<file path="config.mk">
export PLATFORM = sky130hd
export DESIGN_NAME = serial_chunk_sub
export DESIGN_NICKNAME = d
export VERILOG_FILES = /design/src/rtl/sub_pkg.sv /design/src/rtl/sub_slice.sv /design/src/rtl/serial_chunk_sub.sv
export SDC_FILE = /design/constraint.sdc
export NUM_CORES = 1
export LEC_CHECK = 0
export CAP_MARGIN = 20
export CORE_ASPECT_RATIO = 1.5
export CORE_MARGIN = 2
export CORE_UTILIZATION = 70
export CTS_BUF_LIST = sky130_fd_sc_hd__clkbuf_8
export CTS_CLUSTER_SIZE = 20
export DETAILED_ROUTE_END_ITERATION = 12
export DONT_BUFFER_PORTS = 1
export GPL_TIMING_DRIVEN = 0
export HOLD_SLACK_MARGIN = 0.12
export PLACE_DENSITY_LB_ADDON = 0.2
export SYNTH_ARGS = -nofsm -noshare
export SYNTH_HDL_FRONTEND = slang
export SYNTH_SLANG_ARGS = --single-unit
</file>
<file path="constraint.sdc">
create_clock -name clk -period 5.3 [get_ports clk]
set_input_delay 0.53 -clock clk [delete_from_list [all_inputs] [get_ports clk]]
set_output_delay 0.53 -clock clk [all_outputs]
set_load 0.05 [all_outputs]
</file>
<file path="src/rtl/sub_pkg.sv">
// Shared types and elaboration helpers for the chunk-serial subtractor.
package sub_pkg;

  typedef enum logic [1:0] {
    IDLE = 2'd0,
    RUN  = 2'd1,
    DONE = 2'd2
  } state_t;

  // Legal geometry: 1 <= chunk <= width and width divisible by chunk.
  function automatic bit chunk_ok(input int width, input int chunk);
    return (chunk >= 1) && (chunk <= width) && ((width % chunk) == 0);
  endfunction

endpackage

</file>
<file path="src/rtl/sub_slice.sv">
// Combinational CHUNK-bit ripple-borrow subtractor: d = x - y - bi.
module sub_slice #(
  parameter int CHUNK = 4
) (
  input  logic [CHUNK-1:0] x,
  input  logic [CHUNK-1:0] y,
  input  logic             bi,
  output logic [CHUNK-1:0] d,
  output logic             bo
);

  logic [CHUNK:0] br;

  assign br[0] = bi;

  for (genvar i = 0; i < CHUNK; i++) begin : g_bit
    assign d[i]    = x[i] ^ y[i] ^ br[i];
    assign br[i+1] = (~x[i] & y[i]) | (~(x[i] ^ y[i]) & br[i]);
  end

  assign bo = br[CHUNK];

endmodule

</file>
<file path="src/rtl/serial_chunk_sub.sv">
// Multi-cycle subtractor: diff = a - b - bin, CHUNK bits per cycle with a
// registered borrow between slices and a start/busy/done handshake.
module serial_chunk_sub
  import sub_pkg::*;
#(
  parameter int WIDTH = 16,
  parameter int CHUNK = 4
) (
  input  logic             clk,
  input  logic             rst,
  input  logic             start,
  input  logic [WIDTH-1:0] a,
  input  logic [WIDTH-1:0] b,
  input  logic             bin,
  output logic             busy,
  output logic             done,
  output logic [WIDTH-1:0] diff,
  output logic             bout,
  output logic             ovf
);

  localparam int NCHUNK = WIDTH / CHUNK;
  localparam int CW     = $clog2(NCHUNK + 1);
  localparam logic [CW-1:0] LAST = CW'(NCHUNK - 1);

  if (!chunk_ok(WIDTH, CHUNK)) begin : g_bad_geometry
    $error("serial_chunk_sub: WIDTH must be a multiple of CHUNK, 1 <= CHUNK <= WIDTH");
  end

  state_t           state;
  logic [WIDTH-1:0] opa, opb, dsr, dsr_nxt;
  logic             borrow, a_msb, b_msb;
  logic [CW-1:0]    cnt;
  logic [CHUNK-1:0] sd;
  logic             sbo;

  sub_slice #(.CHUNK(CHUNK)) u_slice (
    .x  (opa[CHUNK-1:0]),
    .y  (opb[CHUNK-1:0]),
    .bi (borrow),
    .d  (sd),
    .bo (sbo)
  );

  // New slice result enters at the top; after NCHUNK shifts the first chunk sits lowest.
  assign dsr_nxt = (dsr >> CHUNK) | (WIDTH'(sd) << (WIDTH - CHUNK));

  always_ff @(posedge clk or posedge rst) begin
    if (rst) begin
      state  <= IDLE;
      opa    <= '0;
      opb    <= '0;
      dsr    <= '0;
      borrow <= 1'b0;
      a_msb  <= 1'b0;
      b_msb  <= 1'b0;
      cnt    <= '0;
      busy   <= 1'b0;
      done   <= 1'b0;
      diff   <= '0;
      bout   <= 1'b0;
      ovf    <= 1'b0;
    end else begin
      case (state)
        IDLE, DONE: begin
          done <= 1'b0;
          if (start) begin
            opa    <= a;
            opb    <= b;
            borrow <= bin;
            a_msb  <= a[WIDTH-1];
            b_msb  <= b[WIDTH-1];
            cnt    <= '0;
            busy   <= 1'b1;
            state  <= RUN;
          end else begin
            state  <= IDLE;
          end
        end
        RUN: begin
          opa    <= opa >> CHUNK;
          opb    <= opb >> CHUNK;
          borrow <= sbo;
          dsr    <= dsr_nxt;
          cnt    <= cnt + 1'b1;
          if (cnt == LAST) begin
            busy  <= 1'b0;
            done  <= 1'b1;
            diff  <= dsr_nxt;
            bout  <= sbo;
            ovf   <= (a_msb ^ b_msb) & (dsr_nxt[WIDTH-1] ^ a_msb);
            state <= DONE;
          end
        end
        default: state <= IDLE;
      endcase
    end
  end

endmodule

</file>
* After elaboration in Yosys (flattened, before gate mapping)
Index checks and enable logic that the tools add are counted.
** Storage, ports and cells
- Register bits :: 76
- Input port bits :: 36
- Output and inout port bits :: 20
** Cells by class
- $add $sub $neg :: 1
- Equality and inequality tests :: 5
- Mux-type cells :: 16
- Bitwise operators :: 32
- Reduce and logical (&&, ||, !) cells :: 8
** Operators by type and width (count)
- case mux 16 bit (2 select lines) :: 2
- two-way mux 16 bit :: 2
- bitwise OR 12 x 16 -> 16 bit :: 1
- bitwise XOR 1 bit :: 10
- AND 1 bit :: 9
- NOT 1 bit :: 8
- AND reduction 2 bit :: 4
- case mux 1 bit (2 select lines) :: 3
- case mux 3 bit (2 select lines) :: 1
- two-way mux 1 bit :: 5
- inequality test 2 bit, second input constant :: 2
- bitwise OR 1 bit :: 4
- case mux 2 bit (2 select lines) :: 1
- adder 3 x 1 -> 3 bit, second input constant :: 1
- equality test 3 x 2 -> 1 bit, second input constant :: 1
- two-way mux 3 bit :: 1
- AND reduction 3 bit :: 1
- equality test 2 x 1 -> 1 bit, second input constant :: 1
- equality test 2 bit, second input constant :: 1
- zero test 2 bit :: 1
- two-way mux 2 bit :: 1
- nonzero test 2 bit :: 1
- OR reduction 2 bit :: 1

* Depth between registers and ports, before layout
Gate-level depths: netlist of run 1.
- Depth in word-level cells :: 12
- Gate-level depth with buffers :: 10
- Gate-level depth less buffers :: 10

* Cells and area by module
A second synthesis of run 1 with hierarchy kept.
** Second synthesis, totals
- Cell total of the unflattened synthesis :: 295
- Area total of the unflattened synthesis :: 3030.4 um^2
** By module, submodules not included
- serial_chunk_sub :: times used 1, cells each 281, area an instance 2912.8 um^2, seq. area each 1801.7 um^2
- sub_slice :: times used 1, cells each 14, area an instance 117.6 um^2, seq. area each 0.0 um^2

* Least setup slack after synthesis of run 1
OpenSTA, ideal clock, no wires.
- Path type :: reg-to-reg
- From :: register opb[0]
- To :: register ovf
- Arrival time :: 2171 ps
- Required time :: 5165 ps
- Setup slack :: 2994 ps
- Stages on the path, launching flop included :: 11
- Path buffers :: 0
- Clock period less this slack :: 2306 ps
- Cells stage by stage :: dfrtp_1 -> inv_1 -> fa_1 -> inv_1 -> fa_1 -> fa_1 -> inv_1 -> fa_1 -> nor2b_1 -> a21oi_1 -> o21ai_0
** On the way
- Cells in the longest elaborated chain, start to end :: 12
- Elaborated cells on any way between the ends :: 13
- Those cells by class :: 13 x bitwise
** Ends and longest elaborated chain
- start, declared :: RTL line serial_chunk_sub.sv:31 : logic [WIDTH-1:0] opa, opb, dsr, dsr_nxt;
- start signal, assigned :: RTL line serial_chunk_sub.sv:82 : opb <= opb >> CHUNK;
- bitwise XOR 1 bit :: RTL line sub_slice.sv:18 : assign br[i+1] = (~x[i] & y[i]) | (~(x[i] ^ y[i]) & br[i]);
- NOT 1 bit :: RTL line sub_slice.sv:18
- AND 1 bit :: RTL line sub_slice.sv:18
- bitwise OR 1 bit * :: RTL line sub_slice.sv:18
- AND 1 bit * :: RTL line sub_slice.sv:18
- bitwise OR 1 bit * :: RTL line sub_slice.sv:18
- AND 1 bit * :: RTL line sub_slice.sv:18
- bitwise OR 1 bit * :: RTL line sub_slice.sv:18
- bitwise XOR 1 bit * :: RTL line sub_slice.sv:17 : assign d[i] = x[i] ^ y[i] ^ br[i];
- bitwise OR 12 x 16 -> 16 bit * :: RTL line serial_chunk_sub.sv:46 : assign dsr_nxt = (dsr >> CHUNK) | (WIDTH'(sd) << (WIDTH - CHUNK));
- via dsr_nxt[15] :: RTL line serial_chunk_sub.sv:31
- bitwise XOR 1 bit * :: RTL line serial_chunk_sub.sv:91 : ovf <= (a_msb ^ b_msb) & (dsr_nxt[WIDTH-1] ^ a_msb);
- AND 1 bit * :: RTL line serial_chunk_sub.sv:91
- end signal, assigned :: RTL line serial_chunk_sub.sv:91
- end, declared :: RTL line serial_chunk_sub.sv:19 : output logic ovf
Mark *: on every way through the listed nets, which the timed path passes. The rest lies on a longest branch.
A chain may end at the register's enable or synchronous reset.

* Final worst setup path of run 1
Ends and elaborated chain as after synthesis.

==> results of run 1 <==
==> cells by family after synthesis <==
| group | Yosys count | synth area share (%) |
|---|---|---|
| buffers and inverters | 28 | 4.27 |
| adders and majority gates | 6 | 3.51 |
| muxes | 14 | 5.27 |
| and+or+nand+nor | 128 | 16.9 |
| DFF | 72 | 60.3 |
| AOI/OAI and AO/OA | 44 | 9.79 |
==> cell usage after synthesis <==
master      n
buf_2      12
nand3_1     1
inv_1      10
a22o_1      9
nor2_1     28
ha_1        2
nand2_1    92
a31oi_1    24
o21ai_0     8
a221o_1     1
nand2b_1    2
mux2_2     14
fa_1        4
clkbuf_1    4
nand3b_2    1
nor2b_1     3
nor3b_1     1
buf_4       2
a21oi_1     1
dfrtp_1    72
o2bb2ai_1   1
==> flip-flops by register name, summed over array words and instances (netlist names) <==
| name | flops |
|---|---|
| busy | 1 |
| borrow | 1 |
| a_msb | 1 |
| opb | 16 |
| opa | 16 |
| b_msb | 1 |
| state | 2 |
| bout | 1 |
| dsr | 12 |
| diff | 16 |
| cnt | 3 |
| done | 1 |
| ovf | 1 |
==> final cells by class <==
class,instances,area (µm²)
Clock buffer,12,165
Multi-Input combinational cell,192,1060
Tap cell,46,57.6
Sequential cell,72,1800
Fill cell,282,937
Buffer,18,90.1
Inverter,10,40.0
Clock inverter,4,20.0
==> path summary, 6_finish.rpt <==
path,startpoint,end,slack (ps),cells after the start
min in group clk,b[15],b_msb,290,2
max,opb[0],ovf,2760,10
min,rst,opb[10],220,1
max in group asynchronous,rst,opa[12],4510,1
min reg2reg,dsr[5],dsr[5],470,2
max reg2reg,opb[0],ovf,2760,10
==> where the power goes <==
group | leakage (nW) | switching (mW) | internal [mW]
clock network | 0.101 | 0.192 | 0.204
logic | 0.607 | 0.492 | 0.352
registers | 0.879 | 0.439 | 0.817
total | 1.59 | 1.12 | 1.37
==> metal layers <==
metal	share of wire, %	vias up
li1	-	983
met1	40	1048
met2	53	65
met3	4.3	14
met4	2.8	0
met5	0	-
==> through the flow <==
step	std cells	worst slack, ps
after detailed placement	338	2750
final	354	2760
after global routing	354	2620
after floorplan	292	2950
after CTS	354	2750
after global placement	338	2300
==> metrics.txt, run 1 <==
gr busiest metal met2; Net count, final 345; final core utilization 77.5%; most area-consuming cells after synthesis dfrtp_1, nand2_1, mux2_2; area share of the largest cell type after synthesis 60.3%; endpoints failing setup 0; GPL Wtd Cong 0.817; core region area 4170 µm²; syn avg cell area 10.2 µm²; IO Port Bufs 0; Tmin final 2540 ps; DR WL/cell 17.2 µm; clk sink count 72; Final TNS setup 0 ps; CTS Buffer Depth 2; pin count of the biggest net entering global routing 73; sequential-to-total area share from yosys stat 60.3%; fin. max-slew vios 0; Synth area leader dfrtp_1; gr ovfl total 0; Initial DRC Count 91; warnings from Yosys 0; Arr. time, crit path 2750 ps; WS Path Type reg -> reg; DP HPWL 4300 µm; VDD IR max 0.000585 V; height of the die 84.1 µm; post-synth cell types 21; Fin Clk Skew 6.97 ps; GR Util met1 32.2%; Routed Antenna Nets 0; met2 Usage GRT 47.6%; Slew headroom 43.6%; drt pass-1 iters 4; cell count after synthesis 292; Seq cells post-synth 72; Tightest Hold Check Type in -> async; hold_ws 220 ps; vias 2,110; layout cell share with drive strength beyond 1 14.3%; syn_nets 334; CP delay by family, top adder cells; Clock Latency Late Sink 340 ps; critical-path cell list inv_1, fa_1, inv_1, fa_1, fa_1, inv_1, fa_1, nor2b_1, a21oi_1, o21ai_0; Final Cycle Share 47.9%; worst path buffer plus inverter count 3; row cnt 29; Max stage delay on crit path 480 ps; Post-CTS Setup Repair Bufs 0; vias per cell 5.96; Ports 56; Power Density 772 nW/µm²; Worst Tran Pin Value 846 ps; DRC violations left 0; layout overhead on the synthesized area 8.20%; # Max-Cap Violations 0; Synth Cell Area 2990 µm²; slowest stage cell, crit path fa_1; initial antenna violation count 0; first-pass GRT wire length 9960 µm; vias in the first global route 2,198; ant diodes 0; die width 57.4 µm; die area 4820 µm²; Fin. Hold Viols 0; Power, Total 2.50 mW; CTS buffer count 9; Final Instance Area 3240 µm²; TritonCTS clock tree built; cell leakage power 1.59 nW; commonest non-fill, non-tap cell in the layout nand2_1; Starting Density 71.7%; Post-Route WL 6080 µm; CP required 5520 ps; post-CTS sizing 0; unrepaired setup endpoints after global routing no; most used cell, CP fa_1; clock root cell clkbuf_8; Crit. End Element flip-flop; CP max FO 4; startpoint types flip-flop; outcome complete, no violations; fmax 0.394 GHz; Clk pin slew, worst setup/hold paths 70 ps; # hold bufs at CTS 0; H-tree Lvls 3; met3 Use GR 8.53%; Area after DPL 3050 µm²; most frequent cells in the layout nand2_1, dfrtp_1, nor2_1, a31oi_1, mux2_2; GRT Overall Usage 28.0%
Note: power is estimated with default switching activity, not from simulation.
==> run 2, diff against run 1 <==
--- a/config.mk
+++ b/config.mk
@@ -8,7 +8,7 @@
 export CAP_MARGIN = 20
 export CORE_ASPECT_RATIO = 1.5
 export CORE_MARGIN = 2
-export CORE_UTILIZATION = 70
+export CORE_UTILIZATION = 65
 export CTS_BUF_LIST = sky130_fd_sc_hd__clkbuf_8
 export CTS_CLUSTER_SIZE = 20
 export DETAILED_ROUTE_END_ITERATION = 12
==> constraint.sdc (replaced) <==
create_clock -name clk -period 2.6 [get_ports clk]
set_input_delay 0.26 -clock clk [delete_from_list [all_inputs] [get_ports clk]]
set_output_delay 0.26 -clock clk [all_outputs]
set_load 0.05 [all_outputs]
==> run 2 against run 1 <==
Global-route usage rose by 1.2 points. Cell count rose by 10%. Clock skew up 3.9 ps. Utilization rose by 3.2 points. Worst hold slack improved by 85 ps. Via count is 8.3% higher. Largest cell class unchanged. Largest power group unchanged. Highest routed layer unchanged.
==> metrics.txt, run 2 (synthesis results as in run 1) <==
vias in the first global route 2,349; switching power total 2.36 mW; FF/Latch Area 1800 µm²; CTS Buffer Depth 2; Area after DPL 3050 µm²; Clk pin slew, worst setup/hold paths 80 ps; Tmin final 2440 ps; switching part of the total 44.1%; unrepaired setup endpoints after global routing no; Int Power 2.99 mW; first-pass GRT wire length 10,900 µm; startpoint types flip-flop; Post-Route WL 6850 µm; GPL Wtd Cong 0.806; height of the die 87.1 µm; DR WL/cell 17.6 µm; Tightest Hold Check Type in -> reg; Ports 56; ant diodes 0; Slew headroom 42.6%; Flop pwr share 47.9%; area occupied by multi-input gates 1070 µm²; Final Instance Area 3610 µm²; vias per cell 5.86; # Max-Cap Violations 0; initial antenna violation count 0; Routed Antenna Nets 0; pin count of the biggest net entering global routing 73; TritonCTS clock tree built; Power, Total 5.35 mW; endpoints failing setup 0; final core utilization 80.8%; DP HPWL 4210 µm; cell leakage power 1.74 nW; fmax 0.409 GHz; Net count, final 380; Clk pwr share 17.0%; Final TNS setup 0 ps; Comb pwr share 35.1%; WS Path Type reg -> reg; vias 2,285; Power Density 1480 nW/µm²; layout cell share with drive strength beyond 1 13.7%; most frequent cells in the layout nand2_1, dfrtp_1, dlygate4sd3_1, nor2_1, a31oi_1; H-tree Lvls 3; Initial DRC Count 118; die width 59.4 µm; layout overhead on the synthesized area 20.6%; Worst Tran Pin Value 861 ps; clk sink count 72; row cnt 30; GRT Overall Usage 29.2%; drt pass-1 iters 4; core region area 4470 µm²; gr ovfl total 0; commonest non-fill, non-tap cell in the layout nand2_1; CP required 2820 ps; CP max FO 4; Clock Latency Late Sink 340 ps; Arr. time, crit path 2660 ps; Fin. Hold Viols 0; clock root cell clkbuf_8; VDD IR max 0.000934 V; outcome complete, no violations; fin. max-slew vios 0; Final Cycle Share 94.0%; Regs by FF count diff x16, opa x16, opb x16; die area 5170 µm²; IO Port Bufs 0; DRC violations left 0; Crit. End Element flip-flop; Starting Density 66.9%; CTS buffer count 9; Fin Clk Skew 10.9 ps; filler cell count in the final layout 249
[run 2: cell types whose count changed in the layout (fill, tap and decap cells not counted), moves of 2 or more]
cell / change
clkbuf_8: -3
fa_1: -2
dlygate4sd3_1: +34
bufinv_16: +2
fa_2: +2
[run 2: power by group through the flow]
| stage | registers [mW] | clock network (mW) | logic, mW |
|---|---|---|---|
| 2_1_floorplan | 2.47 | 0 | 1.33 |
| 3_3_place_gp | 2.55 | 0 | 1.65 |
| 3_5_place_dp | 2.57 | 0 | 1.73 |
| 4_1_cts | 2.56 | 0.918 | 1.78 |
| 5_1_grt | 2.63 | 0.965 | 2.13 |
| 6_report | 2.56 | 0.911 | 1.88 |
[run 2: final timing paths]
check,startpoint,endpoint,slack [ps],depth (start not counted)
setup / recovery,opb[0],ovf,160,10
hold / removal,start,opb[11],300,4
setup reg to reg,opb[0],ovf,160,10
hold reg to reg,dsr[6],dsr[6],470,2
max in group asynchronous,rst,diff[14],1460,2
min in group asynchronous,rst,opb[15],570,2
[run 2: final cells by class]
cell class                 instances  area share, %
buffer                            18           2.50
clock buffer                       9           3.43
clock inverter                     6           2.15
inverter                          10           1.11
multi-input combinational        192           29.6
sequential                        72           49.9
tap                               48           1.66
timing repair buffer              35           9.64
[run 2: timing repair]
item / in CTS / in global routing
hold endpoints to repair: 107 / 0
hold buffers: 34 / 0
endpoints found under the setup margin: 0 / 1
buffers inserted: 0 / 1
resized for setup: 0 / 4
[run 2: through the flow]
step | hold WS, ps | std cells | setup slack, ps
3_5_place_dp | 366 | 340 | 51.0
3_3_place_gp | 371 | 340 | -141
4_1_cts | 301 | 389 | 44.0
6_report | 305 | 390 | 157
2_1_floorplan | 365 | 292 | 294
5_1_grt | 331 | 390 | 27.0
[run 2: per-layer routing]
layer / wire length (µm) / GRT usage (%) / share of wire (%)
met1: 2510 / 32.5 / 37
met2: 3710 / 48.5 / 54
met3: 372 / 8.32 / 5.4
met4: 253 / 17.4 / 3.7
met5: 0 / 0 / 0
[run 2: worst max-delay path, stage by stage, from the launching register on]
cell     delay (ps)
dfrtp_1         380
inv_1            80
fa_1            180
inv_1            50
fa_1            380
fa_2            350
inv_2            70
fa_2            470
nor2b_1         150
a21oi_1         140
o21ai_1          80
==> run 3, diff against run 2 <==
--- a/config.mk
+++ b/config.mk
@@ -5,17 +5,18 @@
 export SDC_FILE = /design/constraint.sdc
 export NUM_CORES = 1
 export LEC_CHECK = 0
+export ABC_AREA = 1
 export CAP_MARGIN = 20
 export CORE_ASPECT_RATIO = 1.5
 export CORE_MARGIN = 2
-export CORE_UTILIZATION = 65
+export CORE_UTILIZATION = 66
 export CTS_BUF_LIST = sky130_fd_sc_hd__clkbuf_8
 export CTS_CLUSTER_SIZE = 20
 export DETAILED_ROUTE_END_ITERATION = 12
 export DONT_BUFFER_PORTS = 1
 export GPL_TIMING_DRIVEN = 0
 export HOLD_SLACK_MARGIN = 0.12
-export PLACE_DENSITY_LB_ADDON = 0.2
+export PLACE_DENSITY = 0.88
 export SYNTH_ARGS = -nofsm -noshare
 export SYNTH_HDL_FRONTEND = slang
 export SYNTH_SLANG_ARGS = --single-unit
==> run 3 against run 2 <==
Synthesized cell count grew 38%. Combinational power rose by 25%. Register-to-register slack is essentially flat. Routed wire length rose by 7.4%. Via count up 15%. Total power rose by 7.6%. Critical path type unchanged. Critical endpoint unchanged.
==> metrics.txt, run 3 <==
outcome complete, no violations; Net count, final 465; vias 2,627; gr ovfl total 0; Post-Route WL 7360 µm; Starting Density 68.9%; Power Density 1530 nW/µm²; EDFF count, synth 0; GRT Overall Usage 28.7%; Critical Path Source opb[0]; area share of the largest cell type after synthesis 53.5%; Crit. End Element flip-flop; ant diodes 0; layout overhead on the synthesized area 12.0%; core region area 4890 µm²; warnings from Yosys 0; Fin. Hold Viols 0; most frequent cells after synthesis nand2_1, inv_1, dfrtp_1; DRC violations left 0; fin. max-slew vios 0; cell leakage power 2.07 nW; FF/Latch Area 1800 µm²; IO Port Bufs 0; Slew headroom 42.9%; drt pass-1 iters 7; hold wc startpoint a[9]; Synth Cell Area 3370 µm²; Seq cells post-synth 72; vias in the first global route 2,700; row cnt 31; Final TNS setup 0 ps; top-count cell post-synth nand2_1; syn_nets 444; Synth area leader dfrtp_1; clk sink count 72; Top FF cell, synth dfrtp_1; Routed Antenna Nets 0; most area-consuming cells after synthesis dfrtp_1, nand2_1, inv_1; initial antenna violation count 0; most frequent cells in the layout nand2_1, inv_1, dfrtp_1, nand3_1, o21ai_0; Post-synth ARST share 100%; commonest non-fill, non-tap cell in the layout nand2_1; height of the die 91.5 µm; CP max FO 3; sequential-to-total area share from yosys stat 53.5%; fmax 0.411 GHz; filler cell count in the final layout 353; Clock Latency Late Sink 350 ps; Post-CTS Setup Repair Bufs 0; TritonCTS clock tree built; post-CTS sizing 0; Regs by FF count diff x16, opa x16, opb x16; die area 5700 µm²; layout cell share with drive strength beyond 1 11.9%; Ports 56; WS Path Type reg -> reg; vias per cell 5.32; H-tree Lvls 3; syn avg cell area 8.38 µm²; CP required 2890 ps; Fin Clk Skew 7.06 ps; Power, Total 5.76 mW; Tightest Hold Check Type in -> reg; VDD IR max 0.00102 V; Initial DRC Count 176; pin count of the biggest net entering global routing 73; slowest stage cell, crit path fa_1; # Max-Cap Violations 0; DR WL/cell 14.9 µm; first-pass GRT wire length 12,500 µm; unrepaired setup endpoints after global routing no; DP HPWL 4840 µm; Clk pin slew, worst setup/hold paths 70 ps; startpoint types flip-flop; die width 62.3 µm; clock root cell clkbuf_8; worst r2r src opb[0]; CTS Buffer Depth 2; Max stage delay on crit path 460 ps; Arr. time, crit path 2720 ps; CTS buffer count 9; Worst Tran Pin Value 856 ps; GPL Wtd Cong 0.812; Final Cycle Share 93.5%; cell count after synthesis 402; Tmin final 2430 ps; final core utilization 77.2%; endpoints failing setup 0; area occupied by multi-input gates 1140 µm²; critical-path cell list inv_1, fa_1, inv_1, fa_1, fa_1, inv_1, fa_1, inv_1, nand3_1, nand2_1, nand2_1, nand2_1; post-synth cell types 22
[run 3: cell types whose count changed after synthesis, moves of 5 or more]
cell,before,now
inv_1,10,74
nand3_1,1,51
a31oi_1,24,0
nor2_1,28,1
mux2_2,14,0
o21ai_2,0,10
o21ai_0,8,19
buf_6,0,5
nand2_1,92,130
a22o_1,9,0
o21ai_1,0,9
[run 3: final timing paths]
kind / cells past startpoint / end / slack [ps]
worst min register to register: 2 / diff[3] / 480
min in group asynchronous: 2 / ovf / 580
worst max-delay path: 12 / ovf / 170
worst min-delay path: 4 / opa[9] / 130
worst max register to register: 12 / ovf / 170
max in group asynchronous: 2 / opa[0] / 1480
[run 3: cell type report]
cell class	count	area share (%)
clock buffer	13	4.74
multi-input combinational	234	30.3
timing repair buffer	10	2.65
buffer	19	3.45
sequential	72	47.8
inverter	77	7.86
tap	66	2.19
clock inverter	3	1.03
[run 3: cells by family (layout without fill, tap and decap cells)]
kind of cell | after synthesis | after routing | share of synthesized area (%)
AND/OR/NAND/NOR | 189 | 189 | 23.9
buffers and inverters | 96 | 122 | 12.6
flip-flops | 72 | 72 | 53.5
AO/OA/AOI/OAI | 39 | 39 | 6.91
adder cells (fa/ha/maj) | 6 | 6 | 3.12
[run 3: worst max-delay path, delay by kind of cell (launching register included)]
kind | cells | cell delay, ps
buf+inv | 4 | 360
flops | 1 | 410
simple gates | 4 | 240
fa+ha+maj | 4 | 1370
[run 3: what timing repair did]
action,4_1_cts,5_1_grt
hold buffers,10,0
hold endpoints to repair,83,0
setup endpoints to repair,0,0
[run 3: power breakdown]
part,total [mW],internal [mW],switching [mW]
clock,0.945,0.543,0.402
combinational,2.35,0.845,1.51
sequential,2.46,1.66,0.801
total,5.76,3.05,2.71
[run 3: through the flow]
step	instances	worst slack [ps]	cell area [µm²]	hold WS, ps
global placement	468	-117	3450	388
CTS	494	170	3770	121
finish	494	169	3770	128
floorplan	402	400	3370	381
global route	494	54.2	3770	138
detailed placement	468	188	3450	368
[run 3: layer usage]
layer  wire length [µm]  GRT usage, %  vias to the layer above
li1                   -             -                     1256
met1               2840          30.6                     1259
met2               3940          52.6                       94
met3                343          7.06                       18
met4                235          13.3                        0
met5                  0             0                        -
